===== config.mk =====
export PLATFORM = sky130hd
export DESIGN_NAME = bip_control
export DESIGN_NICKNAME = d
export VERILOG_FILES = /design/src/rtl/bip_control.sv
export SDC_FILE = /design/constraint.sdc
export NUM_CORES = 1
export LEC_CHECK = 0
export ABC_AREA = 0
export CAP_MARGIN = 20
export CORE_ASPECT_RATIO = 1.4
export CORE_MARGIN = 3
export CORE_UTILIZATION = 47
export CTS_CLUSTER_SIZE = 30
export DETAILED_ROUTE_END_ITERATION = 7
export PLACE_DENSITY = 0.84
export SYNTH_ARGS = -nofsm -noshare
export SYNTH_HDL_FRONTEND = slang
export SYNTH_SLANG_ARGS = --single-unit

===== constraint.sdc =====
create_clock -name i_clk -period 3.1 [get_ports i_clk]
set_clock_uncertainty 0.15 [all_clocks]
set_input_delay 0.775 -clock i_clk [delete_from_list [all_inputs] [get_ports i_clk]]
set_output_delay 0.775 -clock i_clk [all_outputs]
set_load 0.05 [all_outputs]

===== src/rtl/bip_control.sv =====
// BIP-I control unit: fetch / decode / execute sequencer driving PC, data RAM strobes and the
// accumulator datapath selects. Optional single-step mode is enabled with `define BIP_STEP_EN,
// which adds the i_step input and a STEP_WAIT state between instructions.
//
// Program ROM data arrives during EXEC (one cycle after the FETCH read strobe), so EXEC decodes
// the live i_instr bus and captures it into instr_q for use in WB.
module bip_control #(
    parameter int unsigned NB_OPCODE = 5,
    parameter int unsigned NB_ADDR   = 11,
    parameter int unsigned NB_INSTR  = 16
) (
    input  logic                i_clk,
    input  logic                i_rst,
    input  logic                i_start,
`ifdef BIP_STEP_EN
    input  logic                i_step,
`endif
    input  logic [NB_INSTR-1:0] i_instr,
    output logic                o_prog_rd,
    output logic [NB_ADDR-1:0]  o_pc,
    output logic [NB_ADDR-1:0]  o_data_addr,
    output logic                o_rd_ram,
    output logic                o_wr_ram,
    output logic [NB_ADDR-1:0]  o_operand,
    output logic [1:0]          o_sel_a,
    output logic                o_sel_b,
    output logic                o_op,
    output logic                o_wr_acc,
    output logic                o_cycle_en,
    output logic                o_halt
);

    localparam logic [NB_OPCODE-1:0] OpHlt  = NB_OPCODE'(0);
    localparam logic [NB_OPCODE-1:0] OpSto  = NB_OPCODE'(1);
    localparam logic [NB_OPCODE-1:0] OpLd   = NB_OPCODE'(2);
    localparam logic [NB_OPCODE-1:0] OpLdi  = NB_OPCODE'(3);
    localparam logic [NB_OPCODE-1:0] OpAdd  = NB_OPCODE'(4);
    localparam logic [NB_OPCODE-1:0] OpAddi = NB_OPCODE'(5);
    localparam logic [NB_OPCODE-1:0] OpSub  = NB_OPCODE'(6);
    localparam logic [NB_OPCODE-1:0] OpSubi = NB_OPCODE'(7);

`ifdef BIP_STEP_EN
    typedef enum logic [2:0] {StIdle, StFetch, StExec, StWb, StHalt, StStepWait} state_e;
    localparam state_e StNext = StStepWait;
`else
    typedef enum logic [2:0] {StIdle, StFetch, StExec, StWb, StHalt} state_e;
    localparam state_e StNext = StFetch;
`endif

    state_e              state_q, state_d;
    logic [NB_ADDR-1:0]  pc_q, pc_d;
    logic [NB_INSTR-1:0] instr_q, instr_d;
    logic                halt_q, halt_d;

    logic [NB_INSTR-1:0]  cur_instr;
    logic [NB_OPCODE-1:0] opcode;
    logic [NB_ADDR-1:0]   pc_inc;

    // Decode source: live ROM bus in EXEC, captured copy afterwards
    always_comb begin
        cur_instr = (state_q == StExec) ? i_instr : instr_q;
        instr_d   = cur_instr;
        opcode    = cur_instr[NB_INSTR-1 -: NB_OPCODE];
        pc_inc    = pc_q + NB_ADDR'(1);
    end

    assign o_pc        = pc_q;
    assign o_halt      = halt_q;
    assign o_data_addr = cur_instr[NB_ADDR-1:0];
    assign o_operand   = cur_instr[NB_ADDR-1:0];

    // State, PC, instruction and halt registers
    always_ff @(posedge i_clk or negedge i_rst) begin
        if (!i_rst) begin
            state_q <= StIdle;
            pc_q    <= '0;
            instr_q <= '0;
            halt_q  <= 1'b0;
        end else begin
            state_q <= state_d;
            pc_q    <= pc_d;
            instr_q <= instr_d;
            halt_q  <= halt_d;
        end
    end

    // Next-state logic and Moore control strobes
    always_comb begin
        state_d    = state_q;
        pc_d       = pc_q;
        halt_d     = halt_q;
        o_prog_rd  = 1'b0;
        o_rd_ram   = 1'b0;
        o_wr_ram   = 1'b0;
        o_sel_a    = 2'b00;
        o_sel_b    = 1'b0;
        o_op       = 1'b0;
        o_wr_acc   = 1'b0;
        o_cycle_en = 1'b0;
        unique case (state_q)
            StIdle: begin
                if (i_start) state_d = StFetch;
            end
            StFetch: begin
                o_prog_rd  = 1'b1;
                o_cycle_en = 1'b1;
                state_d    = StExec;
            end
            StExec: begin
                o_cycle_en = 1'b1;
                pc_d       = pc_inc;
                state_d    = StNext;
                case (opcode)
                    OpHlt: begin
                        pc_d    = pc_q;
                        halt_d  = 1'b1;
                        state_d = StHalt;
                    end
                    OpSto: o_wr_ram = 1'b1;
                    OpLd, OpAdd, OpSub: begin
                        // RAM data lands next cycle; accumulator loads in WB
                        o_rd_ram = 1'b1;
                        pc_d     = pc_q;
                        state_d  = StWb;
                    end
                    OpLdi: begin
                        o_sel_a  = 2'b01;
                        o_wr_acc = 1'b1;
                    end
                    OpAddi, OpSubi: begin
                        o_sel_a  = 2'b10;
                        o_sel_b  = 1'b1;
                        o_op     = (opcode == OpSubi);
                        o_wr_acc = 1'b1;
                    end
                    default: ;
                endcase
            end
            StWb: begin
                o_cycle_en = 1'b1;
                o_wr_acc   = 1'b1;
                pc_d       = pc_inc;
                state_d    = StNext;
                if (opcode != OpLd) begin
                    o_sel_a = 2'b10;
                    o_op    = (opcode == OpSub);
                end
            end
            StHalt: ;
`ifdef BIP_STEP_EN
            StStepWait: begin
                if (i_step) state_d = StFetch;
            end
`endif
            default: state_d = StIdle;
        endcase
    end

endmodule


==> results.ini, run 1 <==
[run_status]
status = finished clean

[cts]
cts_setup_buffers = 0
cts-root-buf = clkbuf_8
clkLatencyLatePin_ps = 290
clkSlewWorstSetupHoldPaths_ps = 70
clock_sinks = 31
cts_hold_buf = 0
clk_path_buf_depth = 2
numCtsBuffers = 5
cts_tree = yes
htreeDepth = 2

[global_routing]
grtUsageTotal_pct = 17.9
antenna_found_initial = 0
grt_start_max_net_pins = 32
grt_pass1_wl_um = 5960
gr-total-overflow = 0
grt_pass1_vias = 1279

[route]
vias = 1163
avgRoutedWirePerCell_um = 15.7
drtAntennaViolNets = 0
firstDrtPassIters = 4
via_per_inst = 5.24
totalWireLength_um = 3490
drt_iter0_drc = 16
drc = 0

[yosys]
synth_ff_type = dfrtp_1
postSynthNetCount = 155
yosys.area.top_type_share_pct = 46.8
async_flop_share_pct = 100
synth_area_per_cell_um2 = 12.3
synth_area_leader_cell = dfrtp_1
synth_cells = 135
ys_seq_area_share_pct = 46.8
synth_most_common_cell = dfrtp_1
ys.warnings.count = 0
syn-cell-area_mm2 = 0.00166
synthTopCellsByArea = dfrtp_1 47%, buf_4 11%, mux2_1 6.8%
synth_edf_count = 0
synth_seq_cells = 31
synth_common_cells = 31 x dfrtp_1, 24 x buf_4, 10 x mux2_1
synth_cell_types = 35

[sta]
whs_ps = 319
finalCriticalPeriod_ps = 2980
hold_viol = 0
min_period_over_period_pct = 96.1
rsz0062_at_grt = no
final-max-slew-violation-count = 0
maxSlewHeadroom_pct = 64.7
tightest_slew_ps = 530
fmax_mhz = 336
finalSetupViolations = 0

[min_path]
timing.hold.worst.class = flop to flop

[critical_path]
path_cells = dlygate4sd2_1 -> or4_4 -> nor3_4 -> buf_12
crit_path_top_delay_cell = or4_4
endpoint_kind = primary output
cp_slowest_stage_delay_ps = 570
critPathLaunchType = input port
cp.arrival_ps = 2060
cp_num_buf_inv = 2
crit_type = input port to primary output
worstPathRequired_ps = 2170
cp_max_fo = 4
critPathTopFamily = simple AND/OR/NAND/NOR gates

[floorplan]
design.die.area_mm2 = 0.00429
initial_core_util_pct = 51.2
dieWidth_um = 56.2
die_y_um = 76.3
ios = 62
rows = 24
core_mm2 = 0.00324

[placement]
place_congestion = 0.774
place_hpwl_um = 2680
numPortBuffers = 61
dpl_cell_area_mm2 = 0.00218

[finish]
layout.nets = 202
area_delta_synth_final_pct = 39.7
n_antenna_cell = 0
drive_gt1_share_pct = 36.6
fin_util_pct = 71.5
final_area_mm2 = 0.00232

[run]
cap_violations = 0

## layout by cell type (no fill, tap or decap), drive strengths merged, types with 2 or more instances in the layout
master         instances
nor3                   4
nor4                   5
dlygate4sd2            2
mux2                  17
buf                   36
dfrtp                 31
clkbuf                 6
nand2b                 3
nand3                  4
nand4b                 2
nor4b                  3
a21oi                  4
nor2                   6
clkdlybuf4s50         28
xor2                   9
nor3b                  4
dlymetal6s2s           2
nand2                  2
## through the flow
step                worst slack (ps)  setup TNS, ps  instances
floorplan                        165              0        135
global placement               -87.7          -87.7        214
detailed placement              -105           -205        214
CTS                            -5.07          -5.07        222
global route                    59.4              0        222
finish                           119              0        222
## layer usage
layer / vias up / wire (µm) / GRT usage [%]
met3: 7 / 240 / 5.42
li1: 541 / - / -
met1: 563 / 1360 / 19.2
met2: 52 / 1830 / 31.6
met4: 0 / 65 / 7.84
met5: - / 0 / 0
## state kept, by name (all words and copies together) (netlist names)
signal,count
state_q,3
o_pc,11
instr_q,16
o_halt,1
## worst paths after layout
path	from	endpoint	slack [ps]	cells after the start
hold reg to reg	o_halt	o_halt	320	1
setup / recovery	i_instr[14]	o_rd_ram	120	4
hold / removal	o_halt	o_halt	320	1
max in group asynchronous	i_rst	instr_q[10]	1770	2
min in group asynchronous	i_rst	o_pc[3]	730	2
setup reg to reg	state_q[2]	o_pc[1]	1300	3
## kinds of logic (layout without fill, tap and decap cells)
logic type	after synthesis	after routing	share of synthesized area (%)
and+or+nand+nor	39	39	19.2
buffers and inverters	29	77	13.4
xor gates and xnor gates	10	10	5.28
DFF	31	31	46.8
AOI/OAI and AO/OA	8	8	2.87
adders and majority gates	1	1	0.754
muxes	17	17	11.8
## cell type report
class | count | area, µm²
repair buffers | 68 | 681
clock buffers | 6 | 82.6
inverters | 1 | 3.75
fillers | 224 | 926
multi-input cells | 75 | 691
clock inverters | 2 | 35.0
flip-flops and latches | 31 | 776
well taps | 39 | 48.8
## repair_timing
action,in CTS,in global routing
gates resized for setup,5,2
gates cloned,0,0
endpoints found under the setup margin,5,6
endpoints found under the hold margin,0,0
pin swaps,1,3
Power of run 1 is not shown: default switching activity piles up to over one toggle a cycle in this logic, so the estimate is an artifact.
==> run 2: changes to the inputs <==
--- a/config.mk
+++ b/config.mk
@@ -9,10 +9,11 @@
 export CAP_MARGIN = 20
 export CORE_ASPECT_RATIO = 1.4
 export CORE_MARGIN = 3
-export CORE_UTILIZATION = 47
+export CORE_UTILIZATION = 34
 export CTS_CLUSTER_SIZE = 30
 export DETAILED_ROUTE_END_ITERATION = 7
-export PLACE_DENSITY = 0.84
+export HOLD_SLACK_MARGIN = 0.12
+export PLACE_DENSITY = 0.67
 export SYNTH_ARGS = -nofsm -noshare
 export SYNTH_HDL_FRONTEND = slang
 export SYNTH_SLANG_ARGS = --single-unit
==> constraint.sdc (replaced) <==
create_clock -name i_clk -period 2.54 [get_ports i_clk]
set_clock_uncertainty 0.15 [all_clocks]
set_input_delay 0.635 -clock i_clk [delete_from_list [all_inputs] [get_ports i_clk]]
set_output_delay 0.635 -clock i_clk [all_outputs]
set_load 0.05 [all_outputs]
==> run 2 against run 1 <==
- the run now ends with negative setup slack left
- sequential share of layout area fell by 4.1 points
- highest routed layer unchanged
- routed wire length rose by 15%
- cell area rose by 14%
==> results.ini, run 2 (synthesis gave the netlist of run 1 again) <==
[sta]
min_period_over_period_pct = 102
whs_ps = 315  ; -3.80 ps
maxSlewHeadroom_pct = 65.9  ; +1.2 points
hold_viol = 0  ; unchanged
finalCriticalPeriod_ps = 2590
rsz0062_at_grt = yes
setup_slack_ps = -52.4  ; -172 ps
fmax_mhz = 386
finalSetupViolations = 18  ; +18
tightest_slew_ps = 510  ; -20.1 ps
final-max-slew-violation-count = 0  ; unchanged

[finish]
area.sequential_um2 = 778  ; +0.32%
final_cells = 258  ; +16%
mostFrequentLayoutCells = 29 x dfrtp_1, 25 x clkdlybuf4s50_1, 24 x buf_6, 15 x buf_4, 12 x mux2_4
largest_register_ffs = 16  ; unchanged
area_delta_synth_final_pct = 59.5
n_antenna_cell = 0  ; unchanged
layout.nets = 215  ; +6.4%
regMostFlops = instr_q
final_common_cell = dfrtp_1
multiInputGateArea_um2 = 771  ; +12%
drive_gt1_share_pct = 48.0  ; +11 points
final.fill_count = 396  ; +77%

[critical_path]
cp_max_fo = 3  ; -1
path_cells = nor3b_4 -> mux2_4 -> nor4b_4 -> buf_12
rr_worst_depth = 5  ; +2
endpoint_kind = primary output
cp.arrival_ps = 1810  ; -250 ps
crit_path_top_delay_cell = dfrtp_2
critPathLaunchType = flop
r2r_slack_ps = 730  ; -570 ps
cp_slowest_stage_delay_ps = 440  ; -130 ps
regToRegStartpoint = state_q[2]
r2r_end = o_pc[7]
crit_type = flop to primary output
worstPathRequired_ps = 1750  ; -420 ps

[route]
avgRoutedWirePerCell_um = 15.5  ; -1.2%
totalWireLength_um = 4010  ; +15%
via_per_inst = 4.72  ; -9.9%
drtAntennaViolNets = 0  ; unchanged
drc = 0  ; unchanged
firstDrtPassIters = 3  ; -1
vias = 1218  ; +4.7%
drt_iter0_drc = 26  ; +10

[floorplan]
dieWidth_um = 65.0  ; +16%
initial_core_util_pct = 36.0  ; -15 points
ios = 62  ; unchanged
die_y_um = 88.7  ; +16%
core_mm2 = 0.00461  ; +42%
rows = 29  ; +21%
design.die.area_mm2 = 0.00577  ; +34%

[global_routing]
grt_pass1_wl_um = 6420  ; +7.8%
grt_start_max_net_pins = 32  ; unchanged
gr-total-overflow = 0  ; unchanged
grtUsageTotal_pct = 14.6  ; -3.3 points
grt_pass1_vias = 1287  ; +0.63%
antenna_found_initial = 0  ; unchanged

[placement]
place_inst = 243  ; +14%
place_hpwl_um = 2760  ; +2.9%
numPortBuffers = 61  ; unchanged
place_congestion = 0.785  ; +1.3%

[min_path]
min_path_cells = 1  ; unchanged
min_to = o_pc[10]
timing.hold.worst.class = flop to flop
min_from = o_pc[10]

[cts]
numCtsBuffers = 5  ; unchanged
cts_hold_buf = 0  ; unchanged
cts_tree = yes
clkSlewWorstSetupHoldPaths_ps = 60  ; about the same
cts-root-buf = clkbuf_8
clk_path_buf_depth = 2  ; unchanged
clkLatencyLatePin_ps = 280  ; about the same
clock_sinks = 31  ; unchanged
htreeDepth = 2  ; unchanged

[run]
cap_violations = 0  ; unchanged

[run_status]
violations = negative setup slack
status = complete, but fails checks

-- run 2: worst max path at each step --
stage / cells after the start / from / slack, ps / end
floorplan: 3 / i_instr[15] / -30 / o_sel_a[1]
global placement: 4 / i_instr[11] / -360 / o_rd_ram
detailed placement: 4 / i_instr[11] / -380 / o_rd_ram
CTS: 4 / state_q[0] / -110 / o_op
global route: 4 / state_q[0] / -150 / o_op
finish: 4 / state_q[0] / -50 / o_op
-- run 2: metrics by stage --
stage	TNS, ps	worst slack, ps	util [%]	instance area, µm²
after global placement	-1870	-359	49.3	2270
after CTS	-979	-109	54.5	2510
final	-389	-52.4	57.4	2650
after floorplan	-35.7	-25.8	-	1680
after detailed placement	-1850	-379	49.3	2270
after global routing	-2710	-151	57.4	2650
-- run 2: per-layer routing --
layer / GRT usage, % / vias up / share of wire (%)
met1: 16.5 / 586 / 37
met2: 25.1 / 57 / 51
li1: - / 569 / -
met5: 0 / - / 0
met3: 5.72 / 6 / 9.7
met4: 4.91 / 0 / 1.4
-- run 2: layout make-up --
class,instances,area share (%)
Multi-Input combinational cell,75,29.1
Timing Repair Buffer,81,34.6
Clock buffer,8,3.78
Sequential cell,31,29.4
Inverter,1,0.142
Tap cell,62,2.93
-- run 2: worst max-delay path: cells and delay by family (launching register included) --
family | cells | cell delay, ps
muxes | 1 | 350
DFF | 1 | 440
and+or+nand+nor | 2 | 560
buffers and inverters | 1 | 180
-- run 2: what timing repair did --
item	CTS	global route
pin swaps	4	5
cloned	1	0
gates resized for setup	38	31
setup endpoints to repair	29	28
buffers inserted	4	2
Power of run 2 is left out for the same reason.
